$ cat src/rtl/neuron_mac_seq.sv
`default_nettype none
// neuron_mac_seq: streams activations against fetched weights, accumulates, adds bias, saturates.
// Rev 1.0
module neuron_mac_seq #(
  parameter int NUM_WEIGHT = 3,
  parameter int DATA_WIDTH = 16,
  parameter int FRAC_BITS  = 8
) (
  input  logic                         clk,
  input  logic                         rst_n,
  input  logic                         in_valid,
  output logic                         in_ready,
  input  logic signed [DATA_WIDTH-1:0] in_data,
  output logic                         w_ren,
  output logic [9:0]                   w_radd,
  input  logic signed [DATA_WIDTH-1:0] w_rdata,
  input  logic signed [DATA_WIDTH-1:0] bias,
  output logic                         out_valid,
  input  logic                         out_ready,
  output logic signed [DATA_WIDTH-1:0] out_data
);

  localparam int PW = 2 * DATA_WIDTH;
  localparam int AW = PW + 10;

  localparam logic [1:0] ACCUM = 2'd0;
  localparam logic [1:0] DRAIN = 2'd1;
  localparam logic [1:0] HOLD  = 2'd2;

  localparam logic [9:0]        LAST_IDX = 10'(NUM_WEIGHT - 1);
  localparam logic signed [AW:0] SAT_MAX = (AW+1)'((64'sd1 <<< (DATA_WIDTH - 1)) - 64'sd1);
  localparam logic signed [AW:0] SAT_MIN = ~SAT_MAX;

  logic [1:0]                   state;
  logic [9:0]                   cnt;
  logic signed [DATA_WIDTH-1:0] x_d;
  logic                         v1;
  logic                         v2;
  logic signed [PW-1:0]         prod_r;
  logic signed [AW-1:0]         acc;

  logic                         accept;
  logic signed [AW-1:0]         acc_sh;
  logic signed [AW:0]           sum_w;
  logic signed [DATA_WIDTH-1:0] sat_w;

  assign in_ready = rst_n & (state == ACCUM);
  assign accept   = in_valid & in_ready;
  assign w_ren    = accept;
  assign w_radd   = cnt;

  // Arithmetic shift floors toward -inf; one guard bit keeps the bias add exact.
  always_comb begin
    acc_sh = acc >>> FRAC_BITS;
    sum_w  = {acc_sh[AW-1], acc_sh} + {{(AW + 1 - DATA_WIDTH){bias[DATA_WIDTH-1]}}, bias};
    if (sum_w > SAT_MAX) begin
      sat_w = SAT_MAX[DATA_WIDTH-1:0];
    end else if (sum_w < SAT_MIN) begin
      sat_w = SAT_MIN[DATA_WIDTH-1:0];
    end else begin
      sat_w = sum_w[DATA_WIDTH-1:0];
    end
  end

  always_ff @(posedge clk or negedge rst_n) begin
    if (!rst_n) begin
      state     <= ACCUM;
      cnt       <= '0;
      x_d       <= '0;
      v1        <= 1'b0;
      v2        <= 1'b0;
      prod_r    <= '0;
      acc       <= '0;
      out_valid <= 1'b0;
      out_data  <= '0;
    end else begin
      v1 <= accept;
      if (accept) begin
        x_d <= in_data;
      end
      v2 <= v1;
      if (v1) begin
        prod_r <= PW'(x_d) * PW'(w_rdata);
      end

      if (state == HOLD && out_valid && out_ready) begin
        acc <= '0;
      end else if (v2) begin
        acc <= acc + {{(AW - PW){prod_r[PW-1]}}, prod_r};
      end

      case (state)
        ACCUM: begin
          if (accept) begin
            if (cnt == LAST_IDX) begin
              cnt   <= '0;
              state <= DRAIN;
            end else begin
              cnt <= cnt + 10'd1;
            end
          end
        end
        // Finalise once both pipeline stages have emptied into acc.
        DRAIN: begin
          if (!v1 && !v2) begin
            out_data  <= sat_w;
            out_valid <= 1'b1;
            state     <= HOLD;
          end
        end
        HOLD: begin
          if (out_valid && out_ready) begin
            out_valid <= 1'b0;
            state     <= ACCUM;
          end
        end
        default: state <= ACCUM;
      endcase
    end
  end

endmodule
`default_nettype wire
$ cat config.mk
export PLATFORM = sky130hd
export DESIGN_NAME = neuron_mac_seq
export DESIGN_NICKNAME = d
export VERILOG_FILES = /design/src/rtl/neuron_mac_seq.sv
export SDC_FILE = /design/constraint.sdc
export NUM_CORES = 1
export LEC_CHECK = 0
export BUFFER_PORTS_ARGS = -buffer_cell sky130_fd_sc_hd__buf_2
export CORE_MARGIN = 2
export CORE_UTILIZATION = 45
export CTS_CLUSTER_SIZE = 25
export DETAILED_ROUTE_END_ITERATION = 8
export SETUP_SLACK_MARGIN = 0.3
export SLEW_MARGIN = 20
export SYNTH_ARGS = -nofsm -noshare
export SYNTH_HDL_FRONTEND = slang
export SYNTH_SLANG_ARGS = --single-unit
$ cat constraint.sdc
create_clock -name clk -period 6.2 [get_ports clk]
set_input_delay 0.62 -clock clk [delete_from_list [all_inputs] [get_ports clk]]
set_output_delay 0.62 -clock clk [all_outputs]
set_load 0.02 [all_outputs]
==> run_results.csv, run 1 <==
group,metric,value,unit
detailed_routing,wire_per_inst,16.3,microns
logic_synthesis,ys_top_cells_by_area,"fa_1, dfrtp_1, ha_1",
setup_path,reg2reg_from,"x_d[15]",
placement,place_hpwl,37.2,mm
timing,worstMarginPinSlew,951,ps
logic_synthesis,synth-adder-area-share,38.5,%
detailed_routing,post-route-drc-count,0,
timing,fin_setup_tns,0,ps
clock_tree,cts-root-buf,"clkbuf_16",
grt,grtUsageTotal,22.9,%
clock_tree,path_clk_slew,80,ps
placement,place_congestion,0.864,
detailed_routing,drtIter0Drc,861,
logic_synthesis,synth_cells,2142,
power_and_ir_drop,sequentialPowerShare,36.4,%
logic_synthesis,synth.most_common_cell,"inv_1",
setup_path,cp-end-kind,"flip-flop",
grt,antenna_found_initial,0,
logic_synthesis,synth_compound_area_share,12.8,%
setup_path,cp_slowest_cell,"fa_2",
timing,hold_viol,0,
floorplanning,core_area,41900,sq um
power_and_ir_drop,switchingPower,636,uW
logic_synthesis,synthFlopType,"dfrtp_1",
power_and_ir_drop,intPower,1.53,mW
detailed_routing,viasPerCell,5.33,
layout,nNetsFinal,2823,
logic_synthesis,synth_simple_gate_area_share,16.6,%
worst_hold_path,hp-start,"in_data[5]",
timing,rsz0062_at_grt,"true",
detailed_routing,via_count,15451,
clock_tree,cts_tree,"yes",
logic_synthesis,synth_xor_area_share,4.29,%
placement,pre_cts_ws,-254,ps
grt,grt_pass1_vias,16447,
clock_tree,clk_path_buf_depth,2,
floorplanning,die_w,210,microns
power_and_ir_drop,peakVddDrop,0.000189,V
placement,portBuffers,80,
logic_synthesis,synthTopCellsByCount,"inv_1, fa_1, nand2_1, ha_1, and2_1",
grt,grt_pass1_wl,80.1,mm
worst_hold_path,hp-class,"primary input to flip-flop",
logic_synthesis,seq_area_frac_synth,15.9,%
floorplanning,start_util,45.4,%
timing,period_minus_slack,6010,ps
power_and_ir_drop,p_sw_share,29.3,%
timing,setup_viol,0,
logic_synthesis,ys_types,68,
grt,grt_max_degree,62,
power_and_ir_drop,power,2.17,mW
timing,setup_slack,185,ps
logic_synthesis,synth.area.mux_share,3.38,%
floorplanning,dieArea,43900,sq um
clock_tree,clkSinkCount,121,
logic_synthesis,synth_top_family_by_area,"adder cells",
layout,drive_gt1_share,19.3,%
clock_tree,numCtsBuffers,17,
logic_synthesis,ys_seq_elements,121,
setup_path,cp_data_required_time,6560,ps
setup_path,crit_type,"flip-flop to flip-flop",
timing,fin_skew,19.9,ps
timing,whs,325,ps
logic_synthesis,ys_warn_count,0,
floorplanning,die_height,210,microns
layout,stdcell_count,2897,
logic_synthesis,synth_area_per_cell,8.87,sq um
logic_synthesis,syn-num-nets,2620,
logic_synthesis,yosys.area.top_type,"fa_1",
grt,grt-ovfl-total,0,
setup_path,rr_worst_depth,27,
placement,dpl_cell_area,21100,sq um
detailed_routing,firstDrtPassIters,5,
timing,fin_crit_sh,97.0,%
logic_synthesis,syn_area,19000,sq um
setup_path,critPathLaunchType,"flip-flop",
worst_hold_path,holdPathStages,3,
layout,finalCoreUtilization,53.8,%
clock_tree,insertion_delay,490,ps
setup_path,path_max_fanout,6,
layout,num_antenna_cells,0,
setup_path,cp_num_cells,27,
layout,area_growth,18.5,%
power_and_ir_drop,p_leak,10.9,nW
layout,fillCellCount,3924,
logic_synthesis,synth_top_area_share,27.8,%
setup_path,cp.arrival,6380,ps
timing,fmax,166,MHz
setup_path,critPathMaxStageDelay,570,ps
logic_synthesis,synth_enable_flop_cells,0,
setup_path,crit_start,"x_d[15]",
floorplanning,ios,81,
layout,design_area,22500,sq um
power_and_ir_drop,power.density,96.4,nW/um^2
placement,numPlacedInstances,2819,
power_and_ir_drop,clock_power_share,47.7,%
outcome,status,"completed",
clock_tree,h-tree-depth,4,
power_and_ir_drop,combPwrFrac,15.9,%
timing,slew_headroom,36.1,%
setup_path,path_delay_family,"adder cells",
detailed_routing,ant_nets,0,
timing,drv_slew,0,
floorplanning,rows,75,
detailed_routing,wl,47.1,mm
job,cap_violations,0,
logic_synthesis,synth-async-reset-ratio,100,%
setup_path,cp.buffers_inverters,8,
==> repair_timing <==
item / in CTS / in global routing
gates resized for setup: 77 / 55
gates cloned: 1 / 0
hold endpoints to repair: 14 / 0
setup buffers: 29 / 15
endpoints found under the setup margin: 13 / 13
hold buffers: 1 / 0
pin swaps: 65 / 80
==> worst paths after layout <==
check	to	slack (ps)
max	prod_r[30]	190
min	x_d[5]	320
max reg2reg	prod_r[30]	190
min reg2reg	out_data[15]	500
max in group asynchronous	v2	3840
min in group asynchronous	x_d[1]	540
==> power groups by stage <==
stage	Sequential, mW	Combinational (mW)	Clock [mW]
2_1_floorplan	0.805	0.213	0
5_1_grt	0.790	0.385	1.09
6_report	0.790	0.345	1.03
3_5_place_dp	0.805	0.329	0
4_1_cts	0.790	0.338	1.07
3_3_place_gp	0.805	0.323	0
==> routing by layer <==
layer	global-route usage, %	up-vias	part of all wire [%]
li1	-	7389	-
met1	29.0	7713	44
met2	40.6	280	51
met3	3.64	69	3.5
met4	6.80	0	2.1
met5	0	-	0
==> flip-flops by register name, indices dropped and copies added, names as in the netlist <==
signal,cells
v1,1
out_data,16
prod_r,32
w_radd,10
state,2
v2,1
x_d,16
acc,42
out_valid,1
==> worst reg2reg max path, stage by stage (launching register included) <==
cell and delay, ps:
dfrtp_1 390, buf_12 150, nand2_4 70, inv_2 40
buf_6 100, fa_2 570, inv_4 70, fa_1 490
inv_2 40, fa_2 540, fa_2 440, fa_1 540
inv_1 50, fa_1 490, inv_1 40, ha_2 160
a21o_1 180, a21oi_2 130, nor2_1 50, o21ai_1 130
nand2_1 60, a31oi_1 220, o31ai_2 110, buf_4 160
a21boi_4 180, a21oi_2 80, xor2_1 150, mux2_4 250
==> final cells by class <==
cell class / instances / area (sq um) / area share [%]
multi-input combinational: 1591 / 14900 / 66.2
sequential: 121 / 3050 / 13.5
timing repair buffer: 257 / 1960 / 8.69
inverter: 357 / 1340 / 5.96
tap: 539 / 674 / 2.99
clock buffer: 19 / 443 / 1.97
clock inverter: 13 / 143 / 0.633
==> cell usage in the layout (no fill, tap or decap), types with 35 or more instances in the layout <==
| master | count |
|---|---|
| a21o_1 | 59 |
| a21oi_1 | 78 |
| and2_1 | 120 |
| buf_2 | 79 |
| buf_4 | 145 |
| dfrtp_1 | 107 |
| fa_1 | 249 |
| ha_1 | 139 |
| inv_1 | 332 |
| mux2i_1 | 35 |
| nand2_1 | 215 |
| nand3_1 | 36 |
| nor2_1 | 115 |
| o21ai_0 | 61 |
| xnor2_1 | 70 |
==> logic make-up after synthesis <==
family,Yosys count
AO/OA/AOI/OAI,364
XOR/XNOR,93
adder cells (fa/ha/maj),426
buffers and inverters,430
flip-flops,121
multiplexers,61
AND/OR/NAND/NOR,647
Power figures use the tool's default switching activity.
==> run 2, diff against run 1 <==
- clock period: 6.2 -> 6.5 ns (I/O delays scaled with it)
==> run 2 against run 1 <==
  * Flip-flop and latch count did not move
  * Combinational power fell by 7.2%
  * Via count fell by 1.7%
  * Count of clock-buffer cells in the layout rose by 1
  * Final cell count fell by 1.8%
  * Power fell by 8.5%
  * Critical path depth fell by 4
  * Critical endpoint is now prod_r[29]
  * Largest power group unchanged
  * Utilization fell by 1.5 points
  * Clock skew fell by 9.6 ps
==> run_results.csv, run 2 (synthesis gave the netlist of run 1 again) <==
group,metric,value,unit
setup_path,crit_type,"flip-flop to flip-flop",
timing,setup_viol,0,
grt,grt_pass1_wl,77.4,mm
detailed_routing,ant_nets,0,
timing,worstMarginPinSlew,1000,ps
detailed_routing,via_count,15192,
timing,fin_skew,10.3,ps
timing,fmax,166,MHz
grt,grt-ovfl-total,0,
timing,rsz0062_at_grt,"true",
timing,fin_crit_sh,92.5,%
layout,final_cell_mix,"inv_1, fa_1, nand2_1, ha_1, and2_1",
layout,drive_gt1_share,15.7,%
timing,drv_slew,0,
grt,grtUsageTotal,22.1,%
setup_path,critPathMaxStageDelay,620,ps
layout,regMostFlops,"acc",
placement,place_congestion,0.928,
clock_tree,clkSinkCount,121,
worst_hold_path,hp-class,"primary input to flip-flop",
grt,grt_max_degree,66,
floorplanning,dieArea,43900,sq um
setup_path,cp-end-kind,"flip-flop",
power_and_ir_drop,power,1.99,mW
floorplanning,rows,75,
timing,whs,368,ps
clock_tree,insertion_delay,470,ps
clock_tree,h-tree-depth,4,
placement,place_hpwl,36.8,mm
detailed_routing,wl,46.2,mm
layout,finalCoreUtilization,52.3,%
layout,area_growth,15.2,%
layout,largestRegisters,"acc x42, prod_r x32",
floorplanning,die_height,210,microns
setup_path,cp_data_required_time,6860,ps
placement,numPlacedInstances,2781,
setup_path,path_common_cell,"fa_1",
grt,antenna_found_initial,0,
setup_path,path_max_fanout,6,
outcome,status,"completed",
placement,portBuffers,80,
clock_tree,path_clk_slew,60,ps
setup_path,worstPathCellList,"nand2_2 > inv_2 > fa_2 > buf_4 > buf_4 > fa_2 > fa_1 > fa_1 > fa_1 > inv_1 > fa_1 > inv_1 > ha_4 > nand2_1 > nand2_1 > a21o_1 > a21oi_2 > nand3b_1 > o211ai_1 > nand3b_1 > a21oi_2 > xnor2_1 > mux2_2",
timing,fin_setup_tns,0,ps
detailed_routing,firstDrtPassIters,5,
layout,stdcell_count,2846,
layout,final_common_cell,"inv_1",
clock_tree,clk_path_buf_depth,2,
layout,largest_reg_flops,42,
setup_path,r2r_slack,490,ps
power_and_ir_drop,p_leak,10.6,nW
detailed_routing,post-route-drc-count,0,
timing,hold_viol,0,
floorplanning,die_w,210,microns
layout,num_antenna_cells,0,
floorplanning,start_util,45.4,%
floorplanning,core_area,41900,sq um
placement,pre_cts_ws,-69.3,ps
timing,setup_slack,488,ps
power_and_ir_drop,power.density,90.7,nW/um^2
timing,period_minus_slack,6010,ps
clock_tree,cts-root-buf,"clkbuf_16",
floorplanning,ios,81,
detailed_routing,wire_per_inst,16.2,microns
setup_path,cp.arrival,6370,ps
setup_path,critPathLaunchType,"flip-flop",
layout,design_area,21900,sq um
detailed_routing,drtIter0Drc,829,
detailed_routing,viasPerCell,5.34,
placement,dpl_cell_area,20600,sq um
power_and_ir_drop,peakVddDrop,0.000148,V
clock_tree,numCtsBuffers,17,
clock_tree,cts_tree,"yes",
job,cap_violations,0,
setup_path,cp_slowest_cell,"fa_2",
timing,slew_headroom,32.8,%
grt,grt_pass1_vias,15852,
layout,nNetsFinal,2773,
[run 2: where the power goes]
group | total (mW) | internal (mW) | switching [mW]
Sequential | 0.754 | 0.754 | 0.000125
Clock | 0.913 | 0.522 | 0.391
Combinational | 0.320 | 0.130 | 0.190
Total | 1.99 | 1.41 | 0.581
[run 2: path summary, 6_finish.rpt]
check | startpoint | to | cells past startpoint
max in group asynchronous | rst_n | v2 | 4
max | x_d[15] | prod_r[29] | 23
min in group asynchronous | rst_n | x_d[3] | 2
min reg2reg | out_data[15] | out_data[15] | 1
max reg2reg | x_d[15] | prod_r[29] | 23
min | in_data[4] | x_d[4] | 3
[run 2: area by class of cell]
type	instances	area [sq um]
fill	3935	20000
multi-input combinational	1591	14700
sequential	121	3050
timing repair buffer	207	1540
inverter	357	1340
tap	539	674
clock buffer	20	437
clock inverter	11	101
[run 2: layer usage]
metal	global-route usage [%]	part of all wire (%)	wire length, microns
met1	28.1	44	20400
met2	38.5	50	23100
met3	2.89	2.9	1340
met4	8.07	2.7	1250
met5	0	0	0
[run 2: repair_timing]
action,CTS,global route
hold endpoints to repair,8,0
cloned,0,1
setup endpoints to repair,8,10
buffers inserted,6,26
pin swaps,1,87
gates resized for setup,13,97
hold buffers,1,0
[run 2: critical path, delay by kind of cell, from the launching register on]
kind	cells	cell delay (ps)
DFF	1	500
muxes	1	260
AOI/OAI and AO/OA	4	820
xor gates and xnor gates	1	70
and+or+nand+nor	5	520
buffers and inverters	5	390
adders and majority gates	7	3340
